[src/rtl/ex_mcycle_ctrl_pkg.sv]
// Shared encodings for the EX multi-cycle sequencer:
// op kinds, FSM states, pass counts and stall vectors.
package ex_mcycle_ctrl_pkg;

  localparam logic [1:0] MC_MADD = 2'b01;
  localparam logic [1:0] MC_DIV  = 2'b10;

  typedef enum logic [2:0] {
    MC_IDLE     = 3'd0,
    MC_MADD_FIN = 3'd1,
    MC_DIV_WAIT = 3'd2,
    MC_DIV_RUN  = 3'd3,
    MC_DIV_FIN  = 3'd4
  } mc_state_t;

  localparam logic [1:0] CNT_IDLE  = 2'b00;
  localparam logic [1:0] CNT_FINAL = 2'b10;

  // {wb,mem,ex,id,if,pc}, 1 = stop
  localparam logic [5:0] STALL_NONE = 6'b000000;
  localparam logic [5:0] STALL_ID   = 6'b000111;
  localparam logic [5:0] STALL_EX   = 6'b001111;
  localparam logic [5:0] STALL_MEM  = 6'b011111;

endpackage

[src/rtl/ex_mcycle_ctrl.sv]
// Multi-cycle EX sequencer (madd/msub two-pass, div handshake)
// plus the pipeline stall vector.
// Ports:
//   clk, rst            clock / async active-high reset
//   stallreq_id/_mem    ID and MEM stall requests
//   flush_i             annul the in-flight EX op
//   ex_mc_req/_kind     EX multi-cycle op present / kind
//   ex_hilo_part        first-pass product from EX
//   div_ready_i         divider result valid pulse
//   stall               {wb,mem,ex,id,if,pc} stop bits
//   hilo_tmp_o, cnt_o   partial product and pass count to EX
//   div_start_o/_annul_o divider control pulses
//   mc_done_o           EX completes the op this cycle
//   div_err_o           divider timeout pulse
module ex_mcycle_ctrl
  import ex_mcycle_ctrl_pkg::*;
#(
  parameter int DIV_TIMEOUT = 40,
  parameter int CNT_W       = 6
) (
  input  logic        clk,
  input  logic        rst,
  input  logic        stallreq_id,
  input  logic        stallreq_mem,
  input  logic        flush_i,
  input  logic        ex_mc_req,
  input  logic [1:0]  ex_mc_kind,
  input  logic [63:0] ex_hilo_part,
  input  logic        div_ready_i,
  output logic [5:0]  stall,
  output logic [63:0] hilo_tmp_o,
  output logic [1:0]  cnt_o,
  output logic        div_start_o,
  output logic        div_annul_o,
  output logic        mc_done_o,
  output logic        div_err_o
);

  localparam logic [CNT_W-1:0] TMO_LAST =
    CNT_W'(DIV_TIMEOUT - 1);

  mc_state_t        r_state;
  logic [CNT_W-1:0] r_cnt;

  logic w_busy;
  logic w_kind_ok;
  logic w_ex_stall;
  logic w_abort;
  logic w_issue;
  logic w_div_act;
  logic w_tmo;

  assign w_busy    = (r_state != MC_IDLE);
  assign w_kind_ok = (ex_mc_kind == MC_MADD) |
                     (ex_mc_kind == MC_DIV);
  // The err cycle ends the op like done does, so EX is
  // released and the same request cannot re-issue.
  assign w_ex_stall = ex_mc_req & ~mc_done_o &
                      ~div_err_o & ~flush_i &
                      (w_busy | w_kind_ok);
  // A request vanishing mid-op is handled as a flush.
  assign w_abort = w_busy & (flush_i | ~ex_mc_req);
  assign w_issue = ~w_busy & ex_mc_req &
                   ~flush_i & ~div_err_o;
  assign w_div_act = (r_state == MC_DIV_WAIT) |
                     (r_state == MC_DIV_RUN);
  assign w_tmo = (r_cnt == TMO_LAST);

  always_comb begin
    stall = STALL_NONE;
    if (rst)               stall = STALL_NONE;
    else if (stallreq_mem) stall = STALL_MEM;
    else if (w_ex_stall)   stall = STALL_EX;
    else if (stallreq_id)  stall = STALL_ID;
  end

  always_ff @(posedge clk or posedge rst) begin
    if (rst) begin
      r_state     <= MC_IDLE;
      r_cnt       <= '0;
      hilo_tmp_o  <= '0;
      cnt_o       <= CNT_IDLE;
      div_start_o <= 1'b0;
      div_annul_o <= 1'b0;
      mc_done_o   <= 1'b0;
      div_err_o   <= 1'b0;
    end else begin
      div_start_o <= 1'b0;
      div_annul_o <= 1'b0;
      div_err_o   <= 1'b0;
      if (w_abort) begin
        r_state     <= MC_IDLE;
        r_cnt       <= '0;
        hilo_tmp_o  <= '0;
        cnt_o       <= CNT_IDLE;
        mc_done_o   <= 1'b0;
        div_annul_o <= w_div_act;
      end else begin
        unique case (r_state)
          MC_IDLE: begin
            if (w_issue && ex_mc_kind == MC_MADD) begin
              hilo_tmp_o <= ex_hilo_part;
              cnt_o      <= CNT_FINAL;
              mc_done_o  <= 1'b1;
              r_state    <= MC_MADD_FIN;
            end else if (w_issue &&
                         ex_mc_kind == MC_DIV) begin
              div_start_o <= 1'b1;
              r_state     <= MC_DIV_WAIT;
            end
          end
          // Done is held while MEM stalls so EX
          // retires the op exactly once.
          MC_MADD_FIN: begin
            if (!stallreq_mem) begin
              r_state    <= MC_IDLE;
              cnt_o      <= CNT_IDLE;
              hilo_tmp_o <= '0;
              mc_done_o  <= 1'b0;
            end
          end
          MC_DIV_WAIT: begin
            r_state <= MC_DIV_RUN;
            r_cnt   <= '0;
          end
          MC_DIV_RUN: begin
            if (div_ready_i) begin
              r_state   <= MC_DIV_FIN;
              mc_done_o <= 1'b1;
            end else if (w_tmo) begin
              r_state     <= MC_IDLE;
              r_cnt       <= '0;
              div_err_o   <= 1'b1;
              div_annul_o <= 1'b1;
            end else if (r_cnt != '1) begin
              r_cnt <= r_cnt + 1'b1;
            end
          end
          MC_DIV_FIN: begin
            if (!stallreq_mem) begin
              r_state   <= MC_IDLE;
              mc_done_o <= 1'b0;
            end
          end
          default: r_state <= MC_IDLE;
        endcase
      end
    end
  end

endmodule

[config.mk]
export PLATFORM = sky130hd
export DESIGN_NAME = ex_mcycle_ctrl
export DESIGN_NICKNAME = d
export VERILOG_FILES = /design/src/rtl/ex_mcycle_ctrl_pkg.sv /design/src/rtl/ex_mcycle_ctrl.sv
export SDC_FILE = /design/constraint.sdc
export NUM_CORES = 1
export LEC_CHECK = 0
export ABC_AREA = 1
export CORE_ASPECT_RATIO = 0.7
export CORE_UTILIZATION = 25
export DETAILED_ROUTE_END_ITERATION = 16
export GPL_TIMING_DRIVEN = 1
export HOLD_SLACK_MARGIN = 0.1
export PLACE_DENSITY = 0.54
export REMOVE_ABC_BUFFERS = 1
export SLEW_MARGIN = 5
export SYNTH_ARGS = -nofsm -noshare
export SYNTH_HDL_FRONTEND = slang
export SYNTH_SLANG_ARGS = --single-unit
[constraint.sdc]
create_clock -name clk -period 2.7 [get_ports clk]
set_input_delay 0.27 -clock clk [delete_from_list [all_inputs] [get_ports clk]]
set_output_delay 0.27 -clock clk [all_outputs]
set_load 0.05 [all_outputs]
# Word-level counts from Yosys, hierarchy flattened
# Index checks and enable logic that the tools add are counted.
# totals
ff_bits	79
input_bits	73
output_inout_bits	76
wordCells	92
# classes
n_addsub	1
n_eq_ne	16
mux	38
bitwise	17
reduce_logical	12
# ops
operator	count
$mux W64	3
$pmux W64 S2	1
$mux W6	4
$mux W3	7
$mux W1	13
$ne A3 B3 Y1 const B	4
$pmux W3 S4	1
$pmux W6 S2	1
$mux W5	2
$reduce_and A3 Y1	3
$reduce_bool A3 Y1	3
$and A1 B1 Y1	8
$ne A4 B4 Y1 const B	2
$add A6 B1 Y6 const B	1
$eq A3 B2 Y1 const B	2
$eq A6 B6 Y1 const B	1
$mux W2	3
$ne A6 B6 Y1 const B	1
$not A1 Y1	5
$mux W4	1
$ne A4 B3 Y1 const B	1
$or A1 B1 Y1	4
$pmux W2 S2	1
$reduce_and A4 Y1	1
10 further kinds	11

# Depth between registers and ports, before layout
# Gate-level depths: netlist of run 1.
# depth
ltp_word	10
depth_mapped	10
depth_no_buf	10

# Worst setup path after synthesis of run 1
# Ideal clock, no wire load.
# synth_path
path_type	input-to-output
from	input port rst
to	output port stall[1]
arrival_ps	2726
t_required_ps	2430
path_slack_ps	-296
stages	3
path_buffers	1
cell_sequence	inv_1 a21o_1 buf_4
# synth_via
elab_chain_len	1
# synth_lines
item	line	source
start: declaration	ex_mcycle_ctrl.sv:22	input logic rst,
$mux W5	ex_mcycle_ctrl.sv:71	if (rst) stall = STALL_NONE;
end: declaration	ex_mcycle_ctrl.sv:30	output logic [5:0] stall,
# Every way passes these cells.

# Worst setup path in the final report of run 1
# layout_path
from	input port stallreq_mem
to	output port stall[4]
# layout_via
elab_chain_len	2
# layout_lines
item	line	source
start: declaration	ex_mcycle_ctrl.sv:24	input logic stallreq_mem,
$mux W5	ex_mcycle_ctrl.sv:72	else if (stallreq_mem) stall = STALL_MEM;
$mux W5	ex_mcycle_ctrl.sv:71	
# Every way passes these cells.

==> results of run 1 <==
[through the flow]
step | setup TNS, ns | setup slack [ns]
after floorplan | -26.71 | -0.559
after global placement | 0 | 0.608
after detailed placement | 0 | 0.626
after CTS | 0 | 0.626
after global routing | 0 | 0.418
final | 0 | 0.641
[state kept, by name, summed over array words and instances (netlist names)]
name	flops
hilo_tmp_o	64
r_state	3
div_start_o	1
div_annul_o	1
div_err_o	1
mc_done_o	1
cnt_o	1
r_cnt	6
[critical path: cells and delay by family]
family        cells  cell delay [ns]
buf+inv           3             1.42
simple gates      1             0.10
[Yosys cell counts]
master / instances / share of area (%)
nor2_4: 1 / 0.32
o211ai_1: 1 / 0.21
clkbuf_1: 6 / 0.64
buf_4: 4 / 0.85
buf_6: 12 / 3.8
inv_2: 4 / 0.43
nor2_1: 16 / 1.7
inv_1: 17 / 1.8
nand2_1: 174 / 19
ha_1: 3 / 1.1
o21ai_0: 6 / 0.85
o22ai_1: 1 / 0.18
buf_2: 3 / 0.43
conb_1: 1 / 0.11
a21o_1: 1 / 0.21
dfrtp_1: 78 / 55
nand4_1: 2 / 0.35
nor3_1: 1 / 0.14
a21oi_1: 4 / 0.57
nand3_1: 79 / 11
nand2_2: 2 / 0.35
o21ai_1: 1 / 0.14
nor2_2: 3 / 0.53
o21ai_2: 1 / 0.25
[report_power, final]
group	switching, uW	internal (uW)
clock network	482	837
logic	1160	506
registers	107	1320
[cell type report]
type / instances / share of cell area, %
timing repair buffer: 153 / 27.9
tap: 185 / 4.29
clock buffer: 11 / 4.50
inverter: 21 / 1.48
clock inverter: 5 / 1.51
sequential: 78 / 36.2
multi-input combinational: 298 / 24.2
[cell families (layout without fill, tap and decap cells)]
logic type	after synthesis	count (layout)	share of synthesized area, %
compound gates	15	15	2.41
fa+ha+maj	3	3	1.06
buf+inv	46	190	7.98
flops	78	78	55.3
other cells	1	2	0.106
simple gates	278	278	33.1
[per-layer routing]
layer  routed length, um  GRT usage, %  vias up
met5                   0             0        -
met4                  98          4.09        0
met3                 727          4.59        7
met2                4250          21.5      126
met1                4840          19.0     1487
li1                    -             -     1607
[path summary, 6_finish.rpt]
kind                                  end           from  depth (start not counted)  slack (ns)
hold reg to reg             hilo_tmp_o[2]  hilo_tmp_o[2]                          2        0.47
hold / removal             hilo_tmp_o[38]            rst                          3        0.43
min in group clk            hilo_tmp_o[2]  hilo_tmp_o[2]                          2        0.47
max in group asynchronous  hilo_tmp_o[31]            rst                          3        1.79
setup reg to reg           hilo_tmp_o[60]     r_state[0]                          8        0.93
setup / recovery                 stall[4]   stallreq_mem                          4        0.64
==> impl_metrics.ini, run 1 <==
[run_status]
status = finished, final reports clean

[floorplan]
rows = 35
dieArea_um2 = 14600
core_um2 = 13400
die_x_um = 144
fp.dieH_um = 101
start_util_pct = 26.2
ios = 149

[place]
dp.cells = 735
dp_hpwl_mm = 6.84
place.gp.congestion = 0.862
place_area_um2 = 5070
io_buffer_count = 146

[logic_synthesis]
synth_cell_types = 24
syn-cell-area_um2 = 3530
seq_area_frac_synth_pct = 55.3
synthCells = 421
ys_ff_latch = 78
yosys_warnings = 0
syn_avg_cell_area_um2 = 8.38

[route]
drt-pass1-iter-count = 5
drc = 0
wl_mm = 9.92
drtIter0Drc = 125
wl_per_cell_um = 13.2
via_per_inst = 4.30
postRouteAntennaNets = 0
via_count = 3227

[timing]
finalClockSkew_ns = 0.00562
worst_slew_pin_slew_ns = 0.688
grt_setup_unrepaired = no
drv_slew = 0
setup_viol = 0
period_minus_slack_ns = 2.06
slew_headroom_pct = 54.2
finalHoldViolations = 0
max_freq_mhz = 486
whs_ns = 0.430
fin_crit_sh_pct = 76.2

[layout]
diodes = 0
multi_input_area_um2 = 1300
final_common_cell = nand2_1
nets = 637
fin_area_um2 = 5400
layout-drive-gt1-share_pct = 7.07
regArea_um2 = 1950
syn_to_final_growth_pct = 52.9
final_cell_mix = nand2_1 (173), clkdlybuf4s50_1 (142), nand3_1 (79)
finalNonFillerCells = 751
fill_cells = 1373
post-route-util_pct = 40.1

[clock_network]
cts_setup_buffers = 0
clk_pin_slew_ns = 0.06
cts.sinks = 78
ctsHoldBuffers = 0
h-tree-depth = 3
clkLatencyLatePin_ns = 0.33
cts_tree = done
cts_buffer_depth = 2
cts_buffers = 9
ctsRootBufferMaster = clkbuf_16
cts_resized = 0

[setup_path]
cp_max_fo = 3
critPathRequiredTime_ns = 2.43
crit_type = input port to output pin
slowest_stage = clkdlybuf4s50_1
path_common_cell = clkdlybuf4s50_1
start_kind = input port
crit_arrival_ns = 1.79
slowest_delay_ns = 0.80
cp_cell_sequence = clkdlybuf4s50_1, inv_1, nor2_1, clkdlybuf4s50_1
cp-end-kind = output pin

[grt]
grt_max_degree = 66
overflow = 0
grt_pass1_wl_mm = 16.0
grt_usage_pct = 14.1
grt_pass1_vias = 3189
antenna_found_initial = 0

[power]
p_per_area_nw_per_um2 = 819
p_leak_uw = 0.00266
ir_drop_uv = 361
power.total_uw = 4420

[job]
cap_violations = 0

[min_path]
hp-class = input port to async pin
Power figures use the tool's default switching activity.
==> run 2: changes to the inputs <==
==> constraint.sdc (replaced) <==
create_clock -name clk -period 1.8 [get_ports clk]
set_input_delay 0.18 -clock clk [delete_from_list [all_inputs] [get_ports clk]]
set_output_delay 0.18 -clock clk [all_outputs]
set_load 0.05 [all_outputs]
==> run 2 against run 1 <==
Compared with the run above:
- via count up 1.5%
- design area up 2.0%
- die area unchanged
- clock power up 29%
- clock-buffer cell count up 1
- core utilization up 0.80 points
- sequential share of layout area down 0.68 points
- combinational power up 61%
- critical path type is now register to output pin
- highest routed layer unchanged
==> impl_metrics.ini, run 2 (synthesis gave the netlist of run 1 again) <==
[grt]
gr-max-usage-layer = met2
grt_pass1_wl_mm = 16.3
grtUsageMet1_pct = 20.0
grt_pass1_vias = 3157
grt_max_degree = 79
grt_usage_pct = 14.4
overflow = 0
use_met3_pct = 4.92
grtUsageMet2_pct = 20.8
antenna_found_initial = 0

[floorplan]
core_um2 = 13400
start_util_pct = 26.2
ios = 149
rows = 35
fp.dieH_um = 101
die_x_um = 144
dieArea_um2 = 14600

[setup_path]
cp-end-kind = output pin
slowest_delay_ns = 0.39
path_depth = 7
critPathRequiredTime_ns = 1.62
cp_max_fo = 3
crit_type = register to output pin
cp_cell_sequence = inv_1, nand3_2, nor2_1, nand2_1, a21oi_2, a21o_1, buf_6
crit_arrival_ns = 1.59
start_kind = register
worstReg2RegStart = r_cnt[0]
slowest_stage = dfrtp_1
cp_top_family = flip-flops
r2r_setup_slack_ns = 0.17
path_buf_inv = 2
r2r_cells = 8
r2r_end = r_cnt[4]

[layout]
nets = 646
regArea_um2 = 1950
largest_reg_flops = 64
diodes = 0
fill_cells = 1363
fin_area_um2 = 5500
final_cell_mix = nand2_1 (173), clkdlybuf4s50_1 (138), nand3_1 (78)
largest_register = hilo_tmp_o
multi_input_area_um2 = 1310
reg_top3 = hilo_tmp_o: 64 flops, r_cnt: 6 flops, r_state: 3 flops
layout-drive-gt1-share_pct = 9.41
syn_to_final_growth_pct = 56.0
final_common_cell = nand2_1

[route]
via_count = 3274
drt-pass1-iter-count = 4
postRouteAntennaNets = 0
wl_mm = 10.2
drc = 0
drtIter0Drc = 156
wl_per_cell_um = 13.5
via_per_inst = 4.31

[clock_network]
cts_buffers = 9
cts_tree = done
clk_pin_slew_ns = 0.06
h-tree-depth = 3
ctsRootBufferMaster = clkbuf_16
cts_buffer_depth = 2
cts.sinks = 78
clkLatencyLatePin_ns = 0.33

[min_path]
hp-class = input port to async pin

[power]
power.total_uw = 6520
ir_drop_uv = 645
p_leak_uw = 0.00272
p_per_area_nw_per_um2 = 1180

[timing]
period_minus_slack_ns = 1.77
fin_crit_sh_pct = 98.6
grt_setup_unrepaired = yes
finalHoldViolations = 0
drv_slew = 0
finalClockSkew_ns = 0.00415
worst_slew_pin_slew_ns = 0.553
setup_viol = 0
slew_headroom_pct = 63.0
max_freq_mhz = 564

[run_status]
status = finished, final reports clean

[job]
cap_violations = 0

[place]
io_buffer_count = 146
dp_hpwl_mm = 6.74
place_area_um2 = 5150
place.gp.congestion = 0.861
## run 2: cell count changes in the layout (fill, tap and decap cells not counted), sizes merged
cell	before	now
bufinv	2	0
clkbuf	11	12
dlygate4sd2	0	1
inv	21	20
clkdlybuf4s50	142	138
clkinvlp	1	2
buf	11	23
## run 2: worst max-delay path by stage
stage | from | end | slack (ns)
6_report | div_err_o | stall[0] | 0.03
5_1_grt | div_err_o | stall[1] | -0.07
4_1_cts | div_err_o | stall[0] | -0.002
3_5_place_dp | ex_mc_kind[0] | stall[0] | -0.06
3_3_place_gp | ex_mc_kind[0] | stall[2] | -0.06
2_1_floorplan | rst | stall[0] | -1.28
## run 2: layout make-up
class	count	area share (%)
Sequential cell	78	35.5
Timing Repair Buffer	162	30.0
Multi-Input combinational cell	298	23.9
Clock buffer	12	4.66
Tap cell	185	4.21
Inverter	21	1.46
Clock inverter	3	0.364
## run 2: what timing repair did
item / 4_1_cts / 5_1_grt
pin swaps: 3 / 2
endpoints found under the setup margin: 4 / 3
gates resized for setup: 7 / 0
hold buffers: 0 / 0
setup buffers: 6 / 1
## run 2: per-layer routing
layer | vias to the layer above | part of all wire [%]
li1 | 1628 | -
met1 | 1495 | 47
met2 | 134 | 43
met3 | 17 | 8.8
met4 | 0 | 1.6
met5 | - | 0
## run 2: metrics by stage
| stage | instances | worst slack, ns | util, % | TNS (ns) | hold slack, ns |
|---|---|---|---|---|---|
| 2_1_floorplan | 397 | -1.28 | - | -113.70 | 0.325 |
| 5_1_grt | 759 | -0.0727 | 40.9 | -0.221 | 0.392 |
| 3_3_place_gp | 737 | -0.0639 | 38.3 | -0.195 | 0.452 |
| 3_5_place_dp | 737 | -0.0577 | 38.3 | -0.169 | 0.458 |
| 4_1_cts | 758 | -0.00164 | 40.9 | -0.00205 | 0.377 |
| 6_report | 759 | 0.0256 | 40.9 | 0 | 0.355 |
## run 2: power breakdown
group          internal, uW  switching (uW)
sequential             1990             147
clock                   999             697
combinational           875            1810
total                  3860            2660
## run 2: tightest hold or removal path, stage by stage
cell,delay (ns)
clkdlybuf4s50_1,0.48
clkinv_2,0.10
buf_12,0.35
